$ cat config.mk
export PLATFORM = sky130hd
export DESIGN_NAME = serial_adder
export DESIGN_NICKNAME = d
export VERILOG_FILES = /design/src/rtl/serial_adder.sv
export SDC_FILE = /design/constraint.sdc
export NUM_CORES = 1
export LEC_CHECK = 0
export BUFFER_PORTS_ARGS = -buffer_cell sky130_fd_sc_hd__buf_2
export CAP_MARGIN = 10
export CORE_MARGIN = 2
export CORE_UTILIZATION = 52
export CTS_CLUSTER_SIZE = 20
export DETAILED_ROUTE_END_ITERATION = 8
export PLACE_DENSITY = 0.74
export SLEW_MARGIN = 20
export SYNTH_ARGS = -nofsm -noshare
export SYNTH_HDL_FRONTEND = slang
export SYNTH_SLANG_ARGS = --single-unit
$ cat constraint.sdc
create_clock -name clk -period 1.8 [get_ports clk]
set_input_delay 0.36 -clock clk [delete_from_list [all_inputs] [get_ports clk]]
set_output_delay 0.36 -clock clk [all_outputs]
set_load 0.01 [all_outputs]
$ cat src/rtl/serial_adder.sv
// Bit-serial adder/subtractor: one full-adder cell, LSB-first, WIDTH cycles per operation.
// Define SERIAL_ADDER_OVF_EN to add the signed-overflow output port ovf.
module serial_adder #(
  parameter int WIDTH = 8
) (
  input  logic             clk,
  input  logic             rst_n,
  input  logic             start,
  input  logic             sub,
  input  logic [WIDTH-1:0] a,
  input  logic [WIDTH-1:0] b,
  input  logic             cin,
  output logic             busy,
  output logic             done,
  output logic [WIDTH-1:0] sum,
  output logic             cout
`ifdef SERIAL_ADDER_OVF_EN
  ,
  output logic             ovf
`endif
);

  localparam int CW = $clog2(WIDTH + 1);
  localparam logic [CW-1:0] LAST_STEP = CW'(WIDTH - 1);

  typedef enum logic [1:0] {
    IDLE,
    RUN,
    DONE
  } state_t;

  state_t           r_state;
  logic [WIDTH-1:0] r_a;
  logic [WIDTH-1:0] r_b;
  logic             r_carry;
  logic [CW-1:0]    r_cnt;
  logic [WIDTH-1:0] r_shift;
  logic [WIDTH-1:0] r_sum;
  logic             r_cout;
  logic             r_busy;
  logic             r_done;
  logic             r_ovf;

  logic             w_bit;
  logic             w_carryNext;
  logic             w_accept;

  assign w_bit       = r_a[0] ^ r_b[0] ^ r_carry;
  assign w_carryNext = (r_a[0] & r_b[0]) | (r_a[0] & r_carry) | (r_b[0] & r_carry);
  assign w_accept    = start && (r_state != RUN);

  // Result and flags live in their own registers so the ports stay frozen while r_shift fills.
  always_ff @(posedge clk or negedge rst_n) begin
    if (!rst_n) begin
      r_state <= IDLE;
      r_a     <= '0;
      r_b     <= '0;
      r_carry <= 1'b0;
      r_cnt   <= '0;
      r_shift <= '0;
      r_sum   <= '0;
      r_cout  <= 1'b0;
      r_busy  <= 1'b0;
      r_done  <= 1'b0;
      r_ovf   <= 1'b0;
    end else begin
      r_done <= 1'b0;
      case (r_state)
        IDLE, DONE: begin
          if (w_accept) begin
            r_state <= RUN;
            r_busy  <= 1'b1;
            r_a     <= a;
            r_b     <= sub ? ~b : b;
            r_carry <= sub ? 1'b1 : cin;
            r_cnt   <= '0;
            r_shift <= '0;
          end else begin
            r_state <= IDLE;
          end
        end
        RUN: begin
          r_a     <= r_a >> 1;
          r_b     <= r_b >> 1;
          r_carry <= w_carryNext;
          r_shift <= {w_bit, r_shift[WIDTH-1:1]};
          r_cnt   <= r_cnt + CW'(1);
          if (r_cnt == LAST_STEP) begin
            r_state <= DONE;
            r_busy  <= 1'b0;
            r_done  <= 1'b1;
            r_sum   <= {w_bit, r_shift[WIDTH-1:1]};
            r_cout  <= w_carryNext;
            // On the MSB step r_carry is the carry into the MSB.
            r_ovf   <= r_carry ^ w_carryNext;
          end
        end
        default: begin
          r_state <= IDLE;
          r_busy  <= 1'b0;
        end
      endcase
    end
  end

  assign busy = r_busy;
  assign done = r_done;
  assign sum  = r_sum;
  assign cout = r_cout;

`ifdef SERIAL_ADDER_OVF_EN
  assign ovf = r_ovf;
`else
  logic w_ovfUnused;
  assign w_ovfUnused = r_ovf;
`endif

endmodule
* Word-level counts from Yosys, hierarchy flattened
Index checks and enable logic that the tools add are counted.
Cells by class: bitwise gates (word level) 8, equal/unequal tests 6, muxes and demuxes 20, add/sub/neg operators 1, reductions and logical operators 7
Operators with widths (number):
- one-hot mux 8 bit (2 select lines) | 3
- two-way mux 8 bit | 4
- NOT 8 bit | 1
- one-hot mux 4 bit (2 select lines) | 1
- two-way mux 1 bit | 7
- AND reduction 2 bit | 3
- adder 4 x 1 -> 4 bit (second input constant) | 1
- equality test 4 x 3 -> 1 bit (second input constant) | 1
- two-way mux 4 bit | 1
- inequality test 2 bit (second input constant) | 2
- one-hot mux 1 bit (2 select lines) | 2
- one-hot mux 2 bit (2 select lines) | 1
- AND 1 bit | 3
- equality test 2 x 1 -> 1 bit (second input constant) | 1
- equality test 2 bit (second input constant) | 1
- logical NOT 2 bit | 1
- two-way mux 2 bit | 1
- inequality test 2 x 1 -> 1 bit (second input constant) | 1
- OR 1 bit | 2
- nonzero test 2 bit | 1
- OR reduction 2 bit | 1
- XOR 1 bit | 2
- logical AND 1 bit | 1
Storage, ports and cells: register bits after elaboration 42, output and inout port bits 11, logic and storage cells 52

* Logic depth before layout (Yosys ltp)
Gate-level depths: netlist of the first run.
depth after elaboration 4, gate-level depth with buffers 5

* Least setup slack after synthesis of the first run
Ideal clock, no wire load.
path type reg-to-reg, from reg r_cnt[0], to reg r_cout, in the netlist cout, buffers on the path 1, stages on the path, launching flop included 6, setup time 125 ps, path slack 316 ps, arrival time 1359 ps, required time 1675 ps, cells stage by stage dfrtp_1 ha_1 nand3b_1 nor3b_2 buf_6 mux2_4
On the way: cells in the longest elaborated chain, start to end 2
RTL lines:
- start, declared | RTL line 36 | logic [CW-1:0] r_cnt;
- start signal, assigned | RTL line 87 | r_cnt <= r_cnt + CW'(1);
- equality test 4 x 3 -> 1 bit | RTL line 88 | if (r_cnt == LAST_STEP) begin
- AND reduction 2 bit (no source line)
- end signal, assigned | RTL line 93 | r_cout <= w_carryNext;
- end, declared | RTL line 39 | logic r_cout;
Every way passes these cells. A chain may end at the register's enable or synchronous reset.

* Worst setup path in the final report of the first run
from reg r_cnt[1], to reg r_sum[1], in the netlist sum[1]
On the way: cells in the longest elaborated chain, start to end 2
RTL lines:
- equality test 4 x 3 -> 1 bit | RTL line 88
- AND reduction 2 bit (no source line)
- end signal, assigned | RTL line 92 | r_sum <= {w_bit, r_shift[WIDTH-1:1]};
- end, declared | RTL line 38 | logic [WIDTH-1:0] r_sum;
Every way passes these cells.

==> results of run 1 <==
-- layer usage --
metal	up-vias	wire, µm
met5	-	0
met1	563	1408
met2	28	1556
li1	538	-
met3	4	137
met4	0	25
-- sequential cells by signal, summed over array words and instances (netlist names) --
signal / cells
r_b: 8
r_a: 8
cout: 1
r_state: 2
r_cnt: 4
r_carry: 1
sum: 8
r_shift: 7
busy: 1
done: 1
-- final cells by class --
| type | instances | area, µm² | area share [%] |
|---|---|---|---|
| Clock buffer | 6 | 51.30 | 2.467 |
| Clock inverter | 2 | 37.54 | 1.805 |
| Multi-Input combinational cell | 80 | 699.4 | 33.63 |
| Sequential cell | 41 | 1026 | 49.34 |
| Tap cell | 46 | 57.56 | 2.768 |
| Timing Repair Buffer | 36 | 207.7 | 9.988 |
-- synthesized netlist by cell type --
library cell	instances
buf_2	5
nand2_1	3
nor2_1	11
a221o_1	8
clkbuf_1	1
dfrtp_1	41
xnor2_1	8
a22o_1	18
buf_6	3
nand3b_1	2
a21o_1	7
nor3b_1	1
nor2b_1	2
mux2_4	9
o21ai_0	1
mux2i_1	2
nor2b_4	1
nand2b_1	1
nor2_2	1
xor2_1	1
ha_1	1
fa_1	1
nand4_1	1
nor3b_2	1
-- kinds of logic (layout without fill, tap and decap cells) --
logic type	after synthesis	after routing	synth area share, %
compound gates	34	34	16.56
xor+xnor	9	9	4.421
fa+ha+maj	2	2	1.824
buf+inv	9	44	3.508
flops	41	41	57.54
mux	11	11	8.702
simple gates	24	24	7.439
-- power by group --
group / total [mW] / switching, mW / leakage (nW) / internal, mW
Combinational: 1.34 / 0.604 / 0.485 / 0.733
Clock: 0.630 / 0.300 / 0.0445 / 0.330
Sequential: 1.59 / 0.271 / 0.521 / 1.32
Total: 3.55 / 1.18 / 1.05 / 2.38
-- worst max-delay path, delay by kind of cell, from the launching register on --
family	cells	cell delay, ns
fa+ha+maj	1	0.19
buf+inv	1	0.24
flops	1	0.41
mux	1	0.32
simple gates	2	0.38
-- repair_timing --
item	in CTS	in global routing
resized for setup	0	1
setup buffers	0	0
endpoints found under the setup margin	0	7
hold buffers	1	0
endpoints found under the hold margin	19	0
-- final timing paths --
| kind | start | end | slack, ns | cells after the start |
|---|---|---|---|---|
| min in group asynchronous | rst_n | r_cnt[1] | 0.48 | 2 |
| max | r_cnt[1] | sum[1] | 0.15 | 5 |
| max in group asynchronous | rst_n | r_shift[2] | 0.84 | 3 |
| min reg2reg | r_cnt[3] | r_cnt[3] | 0.48 | 1 |
| min | a[7] | r_a[7] | 0.24 | 2 |
| max reg2reg | r_cnt[1] | sum[1] | 0.15 | 5 |
==> results.json, run 1 <==
{
  "status": "completed",
  "clk_path_buf_depth": 2,
  "cp_slowest_cell": "dfrtp_1",
  "synth_area_leader_cell": "dfrtp_1",
  "h-tree-depth": 2,
  "nFillCells": 276,
  "syn_area_um2": 1783,
  "critPathMaxStageDelay_ns": 0.41,
  "tightest_slew_ns": 0.5600,
  "dp_cells": 202,
  "diodes": 0,
  "power_mw": 3.555,
  "numCtsBuffers": 5,
  "ant_nets": 0,
  "maxCapViolCount": 0,
  "dp_hpwl_mm": 2.209,
  "max_freq_mhz": 606.7,
  "hold_viol": 0,
  "start_util_pct": 53.85,
  "final_core_util_pct": 62.81,
  "grt_antenna_before_repair": 0,
  "areaGrowthSynthToFinish_pct": 16.63,
  "first_pass_iters": 4,
  "drc_errors": 0,
  "grt_pass1_wl_mm": 5.361,
  "wl_per_cell_um": 14.82,
  "drv_slew": 0,
  "met3_usage_pct": 6.126,
  "powerDensity_nw_per_um2": 1710,
  "cts_sinks": 41,
  "critPathLaunchType": "flop",
  "worst_hold_slack_ns": 0.2363,
  "grt_max_degree": 29,
  "slew_headroom_pct": 62.58,
  "die_width_um": 62.56,
  "yosys-top-cells-area": "dfrtp_1 58%, a22o_1 8.8%, mux2_4 7.6%",
  "fp.coreArea_um2": 3311,
  "layout.nets": 187,
  "cts-root-buf": "clkbuf_4",
  "grt_pass1_vias": 1154,
  "grt.busiest_layer": "met2",
  "ys_seq_area_share_pct": 57.54,
  "routed_wl_mm": 3.128,
  "power.leakage_nw": 1.050,
  "met2_usage_pct": 28.09,
  "finClkSkew_ns": 0.01400,
  "setup_viol_count_final": 0,
  "syn_nets": 153,
  "finalNonFillerCells": 211,
  "placementRows": 21,
  "die_h_um": 62.56,
  "min_period_over_period_pct": 91.56,
  "rsz0062_at_grt": "false",
  "critPathCaptureType": "flop",
  "place_area_um2": 1976,
  "yosys_warnings": 0,
  "finalCriticalPeriod_ns": 1.648,
  "crit_type": "reg -> reg",
  "dpl_worst_slack_ns": 0.05687,
  "vias": 1133,
  "worstPathCellList": "ha_1 > nand3b_1 > nor3b_2 > buf_4 > mux2_4",
  "clk_latency_ns": 0.36,
  "final_cell_mix": "41 x dfrtp_1, 31 x buf_2, 18 x a22o_1, 11 x nor2_1, 9 x mux2_4",
  "vdd_drop_max_mv": 0.6822,
  "track_usage_pct": 17.91,
  "gr-usage-met1_pct": 23.51,
  "place.port_buffers": 31,
  "die_area_um2": 3913,
  "ios": 32,
  "hold_class": "in -> reg",
  "syn_inst": 130,
  "critical_path_peak_fanout": 10,
  "layout_commonest_cell": "dfrtp_1",
  "overflow": 0,
  "synth_seq_cells": 41,
  "yosys.area.top_type_share_pct": 57.54,
  "synth_cell_types": 24,
  "worst_slack_ns": 0.1519,
  "syn_area_per_cell_um2": 13.72,
  "tns_ns": 0,
  "viasPerCell": 5.370,
  "drtIter0Drc": 47,
  "clk_pin_slew_ns": 0.13,
  "cts_tree": "yes",
  "worstPathArrival_ns": 1.89,
  "cp.required_ns": 2.04,
  "postLayoutCellArea_um2": 2079,
  "layout-drive-gt1-share_pct": 33.33,
  "gp_congestion": 0.7216
}
(Power assumes the default switching activity.)
==> run 2: changes to the inputs <==
--- a/config.mk
+++ b/config.mk
@@ -5,13 +5,14 @@
 export SDC_FILE = /design/constraint.sdc
 export NUM_CORES = 1
 export LEC_CHECK = 0
-export BUFFER_PORTS_ARGS = -buffer_cell sky130_fd_sc_hd__buf_2
 export CAP_MARGIN = 10
 export CORE_MARGIN = 2
 export CORE_UTILIZATION = 52
 export CTS_CLUSTER_SIZE = 20
 export DETAILED_ROUTE_END_ITERATION = 8
-export PLACE_DENSITY = 0.74
+export DONT_BUFFER_PORTS = 1
+export PLACE_DENSITY = 0.66
+export SETUP_SLACK_MARGIN = 0.1
 export SLEW_MARGIN = 20
 export SYNTH_ARGS = -nofsm -noshare
 export SYNTH_HDL_FRONTEND = slang
==> run 2 against run 1 <==
Non-clock buffer count down 31. First-iteration DRC count down 15%. Total power up 0.43%. Critical endpoint is now cout. Largest cell class unchanged.
==> results.json, run 2 (synthesized netlist as in run 1, its figures left out) <==
{
  "final_core_util_pct": 58.77,
  "layout_commonest_cell": "dfrtp_1",
  "first_pass_iters": 4,
  "crit_type": "reg -> reg",
  "grt_max_degree": 42,
  "grt.busiest_layer": "met2",
  "gp_congestion": 0.6712,
  "rsz0062_at_grt": "true",
  "tns_ns": 0,
  "hold_viol": 0,
  "placementRows": 21,
  "setup_viol_count_final": 0,
  "areaGrowthSynthToFinish_pct": 9.123,
  "pwr-share-clk_pct": 21.1,
  "pwr-share-seq_pct": 46.2,
  "internal_power_mw": 2.410,
  "critical_path_peak_fanout": 10,
  "maxCapViolCount": 0,
  "met3_usage_pct": 4.324,
  "hold_class": "in -> reg",
  "layout.nets": 156,
  "critPathMaxStageDelay_ns": 0.42,
  "worstPathArrival_ns": 1.88,
  "finClkSkew_ns": 0.009876,
  "final_cell_mix": "41 x dfrtp_1, 18 x a22o_1, 11 x nor2_1, 9 x mux2_4",
  "worstPathCellList": "ha_1 > nand3b_1 > nor3b_2 > buf_6 > mux2_4",
  "clk_latency_ns": 0.35,
  "h-tree-depth": 2,
  "nFillCells": 284,
  "clk_pin_slew_ns": 0.13,
  "min_period_over_period_pct": 90.40,
  "dp_hpwl_mm": 1.970,
  "vias": 1045,
  "met2_usage_pct": 28.63,
  "fp.coreArea_um2": 3311,
  "combPwrFrac_pct": 32.7,
  "slew_headroom_pct": 60.82,
  "switchingPower_mw": 1.160,
  "track_usage_pct": 17.44,
  "grt_pass1_vias": 1099,
  "cp_top_family": "flip-flops",
  "diodes": 0,
  "gr-usage-met1_pct": 22.40,
  "ios": 32,
  "drc_errors": 0,
  "cp_slowest_cell": "dfrtp_1",
  "die_h_um": 62.56,
  "vdd_drop_max_mv": 0.8823,
  "finalCriticalPeriod_ns": 1.627,
  "power.leakage_nw": 0.9319,
  "ant_nets": 0,
  "overflow": 0,
  "cts_sinks": 41,
  "start_util_pct": 53.85,
  "switching_share_pct": 32.49,
  "status": "completed",
  "seq_area_um2": 1026,
  "critPathBufInv": 1,
  "drtIter0Drc": 40,
  "cts-root-buf": "clkbuf_4",
  "clk_path_buf_depth": 2,
  "routed_wl_mm": 3.064,
  "place.port_buffers": 0,
  "tightest_slew_ns": 0.5863,
  "post_cts_buffers": 0,
  "cp.required_ns": 2.05,
  "cts_tree": "yes",
  "grt_pass1_wl_mm": 5.230,
  "powerDensity_nw_per_um2": 1835,
  "drv_slew": 0,
  "layout-drive-gt1-share_pct": 17.91,
  "die_width_um": 62.56,
  "max_freq_mhz": 614.6,
  "numCtsBuffers": 5,
  "grt_antenna_before_repair": 0,
  "critPathCaptureType": "flop",
  "viasPerCell": 5.806,
  "multi_input_area_um2": 699.4,
  "critPathLaunchType": "flop",
  "die_area_um2": 3913,
  "wl_per_cell_um": 17.02
}
[run 2: cell count changes in the layout (fill, tap and decap cells not counted), sizes merged]
cell and delta:
clkinvlp -1, inv +1, clkbuf -1, bufinv +1, buf -31
[run 2: through the flow]
step / total power, mW / area (µm²) / cells / hold slack [ns] / worst slack [ns]
after global routing: 3.818 / 1946 / 180 / 0.1345 / 0.09268
final: 3.570 / 1946 / 180 / 0.1556 / 0.1729
after CTS: 3.590 / 1937 / 180 / 0.1359 / 0.1142
after global placement: 2.730 / 1800 / 170 / 0.06535 / 0.1949
after floorplan: 2.621 / 1783 / 130 / 0.06441 / 0.3160
after detailed placement: 2.810 / 1800 / 170 / 0.06545 / 0.1211
[run 2: power by group through the flow]
stage	Sequential (mW)	Combinational (mW)	Clock, mW
after CTS	1.66	1.16	0.772
after global routing	1.71	1.30	0.812
after global placement	1.65	1.08	0
after floorplan	1.58	1.04	0
after detailed placement	1.67	1.14	0
final	1.65	1.17	0.754
[run 2: final timing paths]
check,slack (ns),from,depth (start not counted),to
setup / recovery,0.17,r_cnt[0],5,cout
hold / removal,0.16,a[7],1,r_a[7]
setup reg to reg,0.17,r_cnt[0],5,cout
hold reg to reg,0.48,r_cnt[3],1,r_cnt[3]
max in group asynchronous,1.15,rst_n,2,r_b[7]
min in group asynchronous,0.45,rst_n,2,sum[4]
[run 2: area by class of cell]
cell class | instances | share of cell area (%)
clock buffer | 5 | 1.929
clock inverter | 3 | 3.537
multi-input combinational | 80 | 35.95
sequential | 41 | 52.73
tap | 46 | 2.958
timing repair buffer | 5 | 2.894
[run 2: what timing repair did]
action / in CTS / in global routing
endpoints found under the setup margin: 0 / 34
hold buffers: 2 / 0
endpoints found under the hold margin: 41 / 0
gates resized for setup: 0 / 2
[run 2: per-layer routing]
layer / wire length (µm) / part of all wire, %
met1: 1404 / 46
met2: 1502 / 49
met3: 115 / 3.8
met4: 42 / 1.4
met5: 0 / 0
